<file path="src/rtl/fft_peak_detect_if.sv">
// fft_peak_detect_if: FFT output stream into the peak detector, plus its per-frame result.
interface fft_peak_detect_if #(
  parameter int REAL_WIDTH  = 18,
  parameter int IMGN_WIDTH  = 18,
  parameter int TOTAL_STAGE = 8
);
  localparam int POW_WIDTH = 2 * (REAL_WIDTH > IMGN_WIDTH ? REAL_WIDTH : IMGN_WIDTH) + 1;
  logic signed [REAL_WIDTH-1:0] iReal;
  logic signed [IMGN_WIDTH-1:0] iImag;
  logic [TOTAL_STAGE-1:0]       iaddr;
  logic                         ien;
  logic [TOTAL_STAGE-1:0]       opeak_addr;
  logic [POW_WIDTH-1:0]         opeak_pow;
  logic                         ovalid;
  logic                         oerr;
  modport master (output iReal, iImag, iaddr, ien, input opeak_addr, opeak_pow, ovalid, oerr);
  modport slave  (input iReal, iImag, iaddr, ien, output opeak_addr, opeak_pow, ovalid, oerr);
endinterface

</file>
<file path="src/rtl/fft_peak_detect.sv">
// fft_peak_detect: per-frame max |X|^2 bin search over the natural-order FFT output stream.
module fft_peak_detect #(
  parameter int REAL_WIDTH  = 18,
  parameter int IMGN_WIDTH  = 18,
  parameter int TOTAL_STAGE = 8,
  parameter int SEARCH_HALF = 1
) (
  input logic              iclk,
  input logic              rst_n,
  fft_peak_detect_if.slave bus
);
  localparam int W         = REAL_WIDTH > IMGN_WIDTH ? REAL_WIDTH : IMGN_WIDTH;
  localparam int POW_WIDTH = 2 * W + 1;
  localparam logic [TOTAL_STAGE-1:0] LAST = '1;
  typedef enum logic {IDLE, ACC} state_t;
  state_t                           state_q;
  logic [TOTAL_STAGE-1:0]           exp_q;
  logic [1:0]                       fid_q;
  logic                             oerr_q;
  logic signed [REAL_WIDTH-1:0]     re1_q;
  logic signed [IMGN_WIDTH-1:0]     im1_q;
  logic [2*REAL_WIDTH-1:0]          sre2_q;
  logic [2*IMGN_WIDTH-1:0]          sim2_q;
  logic [POW_WIDTH-1:0]             pow3_q, max_q, peak_pow_q;
  logic [TOTAL_STAGE-1:0]           a1_q, a2_q, a3_q, max_addr_q, peak_addr_q;
  logic [3:1]                       v_q, st_q, ls_q, live_d;
  logic [3:1][1:0]                  id_q;
  logic                             done_q, ovalid_q;
  logic                             hit_d, abort_d, start_d, acc_d, last_d, srch_d;
  logic signed [2*REAL_WIDTH-1:0]   re_x_d;
  logic signed [2*IMGN_WIDTH-1:0]   im_x_d;
  assign hit_d   = bus.ien && state_q == ACC && bus.iaddr == exp_q;
  assign abort_d = bus.ien && state_q == ACC && bus.iaddr != exp_q;
  assign start_d = bus.ien && bus.iaddr == '0 && (state_q == IDLE || abort_d);
  assign acc_d   = hit_d || start_d;
  assign last_d  = hit_d && bus.iaddr == LAST;
  assign srch_d  = !(SEARCH_HALF != 0 && a3_q[TOTAL_STAGE-1]);
  assign re_x_d  = (2*REAL_WIDTH)'(re1_q);
  assign im_x_d  = (2*IMGN_WIDTH)'(im1_q);
  // An abort kills only in-flight samples tagged with the aborted frame's id,
  // so an older completed frame still reaches its ovalid.
  always_comb begin
    live_d = v_q;
    for (int k = 1; k <= 3; k++)
      live_d[k] = v_q[k] && !(abort_d && id_q[k] == fid_q);
  end
  always_ff @(posedge iclk or negedge rst_n) begin
    if (!rst_n) begin
      state_q <= IDLE;
      exp_q   <= '0;
      fid_q   <= '0;
      oerr_q  <= 1'b0;
    end else begin
      oerr_q <= abort_d;
      if (start_d) begin
        state_q <= ACC;
        exp_q   <= TOTAL_STAGE'(1);
        fid_q   <= fid_q + 2'd1;
      end else if (abort_d || last_d) state_q <= IDLE;
      else if (hit_d) exp_q <= exp_q + TOTAL_STAGE'(1);
    end
  end
  always_ff @(posedge iclk or negedge rst_n) begin
    if (!rst_n) begin
      {v_q, st_q, ls_q, id_q} <= '0;
      {re1_q, im1_q, a1_q, sre2_q, sim2_q, a2_q, pow3_q, a3_q} <= '0;
      {max_q, max_addr_q, done_q, ovalid_q, peak_pow_q, peak_addr_q} <= '0;
    end else begin
      v_q   <= {live_d[2], live_d[1], acc_d};
      st_q  <= {st_q[2:1], start_d};
      ls_q  <= {ls_q[2:1], last_d};
      id_q  <= {id_q[2:1], start_d ? fid_q + 2'd1 : fid_q};
      re1_q <= bus.iReal;
      im1_q <= bus.iImag;
      a1_q  <= bus.iaddr;
      sre2_q <= re_x_d * re_x_d;
      sim2_q <= im_x_d * im_x_d;
      a2_q  <= a1_q;
      pow3_q <= POW_WIDTH'(sre2_q) + POW_WIDTH'(sim2_q);
      a3_q  <= a2_q;
      if (live_d[3] && srch_d && (st_q[3] || pow3_q > max_q)) begin
        max_q      <= pow3_q;
        max_addr_q <= a3_q;
      end
      done_q   <= live_d[3] && ls_q[3];
      ovalid_q <= done_q;
      if (done_q) begin
        peak_pow_q  <= max_q;
        peak_addr_q <= max_addr_q;
      end
    end
  end
  assign bus.opeak_addr = peak_addr_q;
  assign bus.opeak_pow  = peak_pow_q;
  assign bus.ovalid     = ovalid_q;
  assign bus.oerr       = oerr_q;
endmodule
</file>
<file path="src/flat_wrapper.sv">
// flat-port wrapper written by rule: the top's interface ports become plain ports
module fft_peak_detect_flat 
#(
  parameter int REAL_WIDTH  = 18,
  parameter int IMGN_WIDTH  = 18,
  parameter int TOTAL_STAGE = 8,
  parameter int SEARCH_HALF = 1
)
  (iclk, rst_n, bus_iReal, bus_iImag, bus_iaddr, bus_ien, bus_opeak_addr, bus_opeak_pow, bus_ovalid, bus_oerr);
  fft_peak_detect_if #(.REAL_WIDTH(REAL_WIDTH), .IMGN_WIDTH(IMGN_WIDTH), .TOTAL_STAGE(TOTAL_STAGE)) bus_i ();
  input logic iclk;
  input logic rst_n;
  input wire logic [$bits(bus_i.iReal)-1:0] bus_iReal;
  input wire logic [$bits(bus_i.iImag)-1:0] bus_iImag;
  input wire logic [$bits(bus_i.iaddr)-1:0] bus_iaddr;
  input wire logic [$bits(bus_i.ien)-1:0] bus_ien;
  output wire logic [$bits(bus_i.opeak_addr)-1:0] bus_opeak_addr;
  output wire logic [$bits(bus_i.opeak_pow)-1:0] bus_opeak_pow;
  output wire logic [$bits(bus_i.ovalid)-1:0] bus_ovalid;
  output wire logic [$bits(bus_i.oerr)-1:0] bus_oerr;
  assign bus_i.iReal = bus_iReal;
  assign bus_i.iImag = bus_iImag;
  assign bus_i.iaddr = bus_iaddr;
  assign bus_i.ien = bus_ien;
  assign bus_opeak_addr = bus_i.opeak_addr;
  assign bus_opeak_pow = bus_i.opeak_pow;
  assign bus_ovalid = bus_i.ovalid;
  assign bus_oerr = bus_i.oerr;
  fft_peak_detect #(.REAL_WIDTH(REAL_WIDTH), .IMGN_WIDTH(IMGN_WIDTH), .TOTAL_STAGE(TOTAL_STAGE), .SEARCH_HALF(SEARCH_HALF)) u_core (.iclk(iclk), .rst_n(rst_n), .bus(bus_i));
endmodule
</file>
<file path="config.mk">
export PLATFORM = sky130hd
export DESIGN_NAME = fft_peak_detect_flat
export DESIGN_NICKNAME = d
export VERILOG_FILES = /design/src/rtl/fft_peak_detect_if.sv /design/src/rtl/fft_peak_detect.sv /design/src/flat_wrapper.sv
export SDC_FILE = /design/constraint.sdc
export NUM_CORES = 2
export LEC_CHECK = 0
export ABC_CLOCK_PERIOD_IN_PS = 18450
export CORE_AREA = 5 5 241 243
export DETAILED_ROUTE_END_ITERATION = 8
export DIE_AREA = 0 0 246 248
export HOLD_SLACK_MARGIN = 0.03
export PLACE_DENSITY = 0.77
export SLEW_MARGIN = 10
export SYNTH_ARGS = -nofsm -noshare
export SYNTH_HDL_FRONTEND = slang
export SYNTH_SLANG_ARGS = --single-unit
</file>
<file path="constraint.sdc">
create_clock -name iclk -period 18.45 [get_ports iclk]
set_input_delay 3.69 -clock iclk [delete_from_list [all_inputs] [get_ports iclk]]
set_output_delay 3.69 -clock iclk [all_outputs]
set_load 0.03 [all_outputs]
</file>
==> impl_metrics.env <==
export IMPL_hold_class="flip-flop to flip-flop"
export IMPL_cts_setup_buffers=0
export IMPL_yosys_top_cells_area="fa_1, dfrtp_1, ha_1"
export IMPL_cts_resized_gates=0
export IMPL_syn_area_um2=33100
export IMPL_path_delay_family="adder cells"
export IMPL_fin_crit_ns=7.30
export IMPL_r2r_start="u_core.im1_q[17]"
export IMPL_first_pass_iters=5
export IMPL_syn_num_nets=4151
export IMPL_place_congestion=0.869
export IMPL_core_um2=55700
export IMPL_grt_total_usage=0.230
export IMPL_port_buffers=93
export IMPL_num_rows=87
export IMPL_io_pins=94
export IMPL_cts_made_buffers=31
export IMPL_clk_path_buf_depth=3
export IMPL_worst_slew_pin_slew_ns=1.18
export IMPL_endpoint_kind="flip-flop"
export IMPL_synthCells=3227
export IMPL_fin_util=0.643
export IMPL_drive_gt1_frac=0.0406
export IMPL_start_util=0.594
export IMPL_antenna_found_initial=0
export IMPL_die_area_um2=61000
export IMPL_areaGrowthSynthToFinish_pct=8.40
export IMPL_status="complete, no violations"
export IMPL_hpwl_um=53900
export IMPL_fill_cells=4482
export IMPL_chipWidth_um=246
export IMPL_routedWlPerCell_um=16.2
export IMPL_fin_crit_sh=0.396
export IMPL_synth_cell_types=74
export IMPL_drt_iter0_markers=1275
export IMPL_layout_common_cells="inv_1, fa_1, ha_1"
export IMPL_yosysWarnings=0
export IMPL_drc=0
export IMPL_start_kind="flip-flop"
export IMPL_viasPerCell=5.25
export IMPL_finalHoldViolCount=0
export IMPL_hold_slack_ns=0.345
export IMPL_skew_ns=0.0387
export IMPL_slew_violations=0
export IMPL_crit_arrival_ns=7.77
export IMPL_synthFlopType="dfrtp_1"
export IMPL_netlist_top_cell_by_area="fa_1"
export IMPL_antenna_cells=0
export IMPL_final_common_cell="inv_1"
export IMPL_finalNetCount=4204
export IMPL_vias=21300
export IMPL_fp_dieH_um=248
export IMPL_htree_num_levels=1
export IMPL_crit_fanout=24
export IMPL_cp_buffers_inverters=7
export IMPL_path_cells="inv_1 > nor2_1 > fa_1 > inv_1 > fa_1 > inv_1 > ha_1 > inv_1 > fa_1 > inv_1 > fa_1 > inv_1 > fa_1 > inv_1 > ha_1 > a211o_1 > a211oi_1 > nand2_1 > nor3_1 > o21a_1 > o311ai_1 > a21oi_1 > xnor2_1"
export IMPL_yosysTopAreaCellShare=0.355
export IMPL_yosysSeqAreaShare=0.215
export IMPL_rsz0062_at_grt="false"
export IMPL_tns_ns=0
export IMPL_cp_slowest_cell="dfrtp_1"
export IMPL_wirelength_um=65600
export IMPL_path_clk_slew_ns=0.07
export IMPL_synth_edff_count=0
export IMPL_maxCapViolations=0
export IMPL_gr_total_overflow=0
export IMPL_ys_ff_latch=284
export IMPL_cp_startpoint="u_core.im1_q[17]"
export IMPL_finalNonFillerCells=4060
export IMPL_cts_sinks=284
export IMPL_clock_latency_ns=0.60
export IMPL_syn_area_per_cell_um2=10.3
export IMPL_holdBufCountCts=0
export IMPL_async_flop_share=1.00
export IMPL_grt_max_degree=81
export IMPL_crit_top_cell="inv_1"
export IMPL_grt_pass1_vias=23400
export IMPL_setup_worst_path_class="flip-flop to flip-flop"
export IMPL_fmax_ghz=0.137
export IMPL_critPathRequiredTime_ns=18.93
export IMPL_tritoncts="yes"
export IMPL_hp_start="u_core.a2_q[5]"
export IMPL_placedCellCount=4003
export IMPL_ant_nets=0
export IMPL_max_stage_delay_ns=0.85
export IMPL_grt_pass1_wl_um=114000
export IMPL_slew_headroom=0.215
export IMPL_cts_root_buf="clkbuf_16"
export IMPL_setup_violations_final=0
-- kinds of logic after synthesis --
| logic type | Yosys count | share of synthesized area |
|---|---|---|
| buffers and inverters | 971 | 0.111 |
| AO/OA/AOI/OAI | 295 | 0.0607 |
| multiplexers | 94 | 0.0318 |
| XOR/XNOR | 142 | 0.0376 |
| flip-flops | 284 | 0.215 |
| AND/OR/NAND/NOR | 564 | 0.0796 |
| adder cells (fa/ha/maj) | 877 | 0.465 |
-- registers in the layout, summed over array words and instances, names as in the netlist, 4 cells and up --
| signal | count |
|---|---|
| u_core.bus.opeak_pow | 37 |
| u_core.max_q | 37 |
| u_core.pow3_q | 37 |
| u_core.sim2_q | 35 |
| u_core.sre2_q | 35 |
| u_core.im1_q | 18 |
| u_core.re1_q | 18 |
| u_core.a1_q | 8 |
| u_core.a2_q | 8 |
| u_core.a3_q | 8 |
| u_core.bus.opeak_addr | 8 |
| u_core.exp_q | 8 |
| u_core.max_addr_q | 8 |
| u_core.id_q | 4 |
-- layout make-up --
class	count	area (µm²)	share of cell area
well taps	756	946	0.0264
clock inverters	21	347	0.00966
repair buffers	98	973	0.0271
inverters	893	3350	0.0935
multi-input cells	1972	22300	0.622
flip-flops and latches	284	7110	0.198
clock buffers	36	825	0.0230
-- metal layers --
metal  routed length (µm)  track usage
met5                    0            0
met4                 1920       0.0633
met3                 2560       0.0221
met2                33600        0.409
met1                27500        0.307
-- cells in the mapped netlist, types with 6 or more instances --
cell and count:
nand2b_1 11, o21ai_0 33, dfrtp_1 284, a211oi_1 7, mux2_1 44, inv_1 893
o31a_1 6, ha_1 291, o21a_1 13, nor2_1 103, nand3_1 16, mux2_2 46
and2_1 92, o31ai_1 8, o211ai_1 7, and3_1 10, xnor2_1 103, fa_1 586
nor2b_1 18, clkbuf_1 66, a21o_1 38, nand4_1 21, a21oi_1 86, nor3_1 22
a31oi_1 11, nor4_1 7, nand2_1 245, xor2_1 39, o21ai_1 12, o21bai_1 16
-- worst paths after layout --
kind                                endpoint  slack (ns)  cells past startpoint
max                        u_core.sim2_q[35]       11.15                     23
min                           u_core.a3_q[5]        0.35                      0
max reg2reg                u_core.sim2_q[35]       11.15                     23
min reg2reg                   u_core.a3_q[5]        0.35                      0
max in group asynchronous      u_core.done_q       13.21                      3
min in group asynchronous    u_core.im1_q[3]        3.11                      1
-- through the flow --
| step | cell area (µm²) | worst slack (ns) |
|---|---|---|
| 4_1_cts | 35900 | 11.15 |
| 2_1_floorplan | 33100 | 12.20 |
| 6_report | 35900 | 11.15 |
| 5_1_grt | 35900 | 10.65 |
| 3_3_place_gp | 34700 | 11.52 |
| 3_5_place_dp | 34700 | 11.20 |
Power is left out: the tool's default activity adds up to more than one toggle a clock period on the data nets, which glitch-free logic cannot reach.
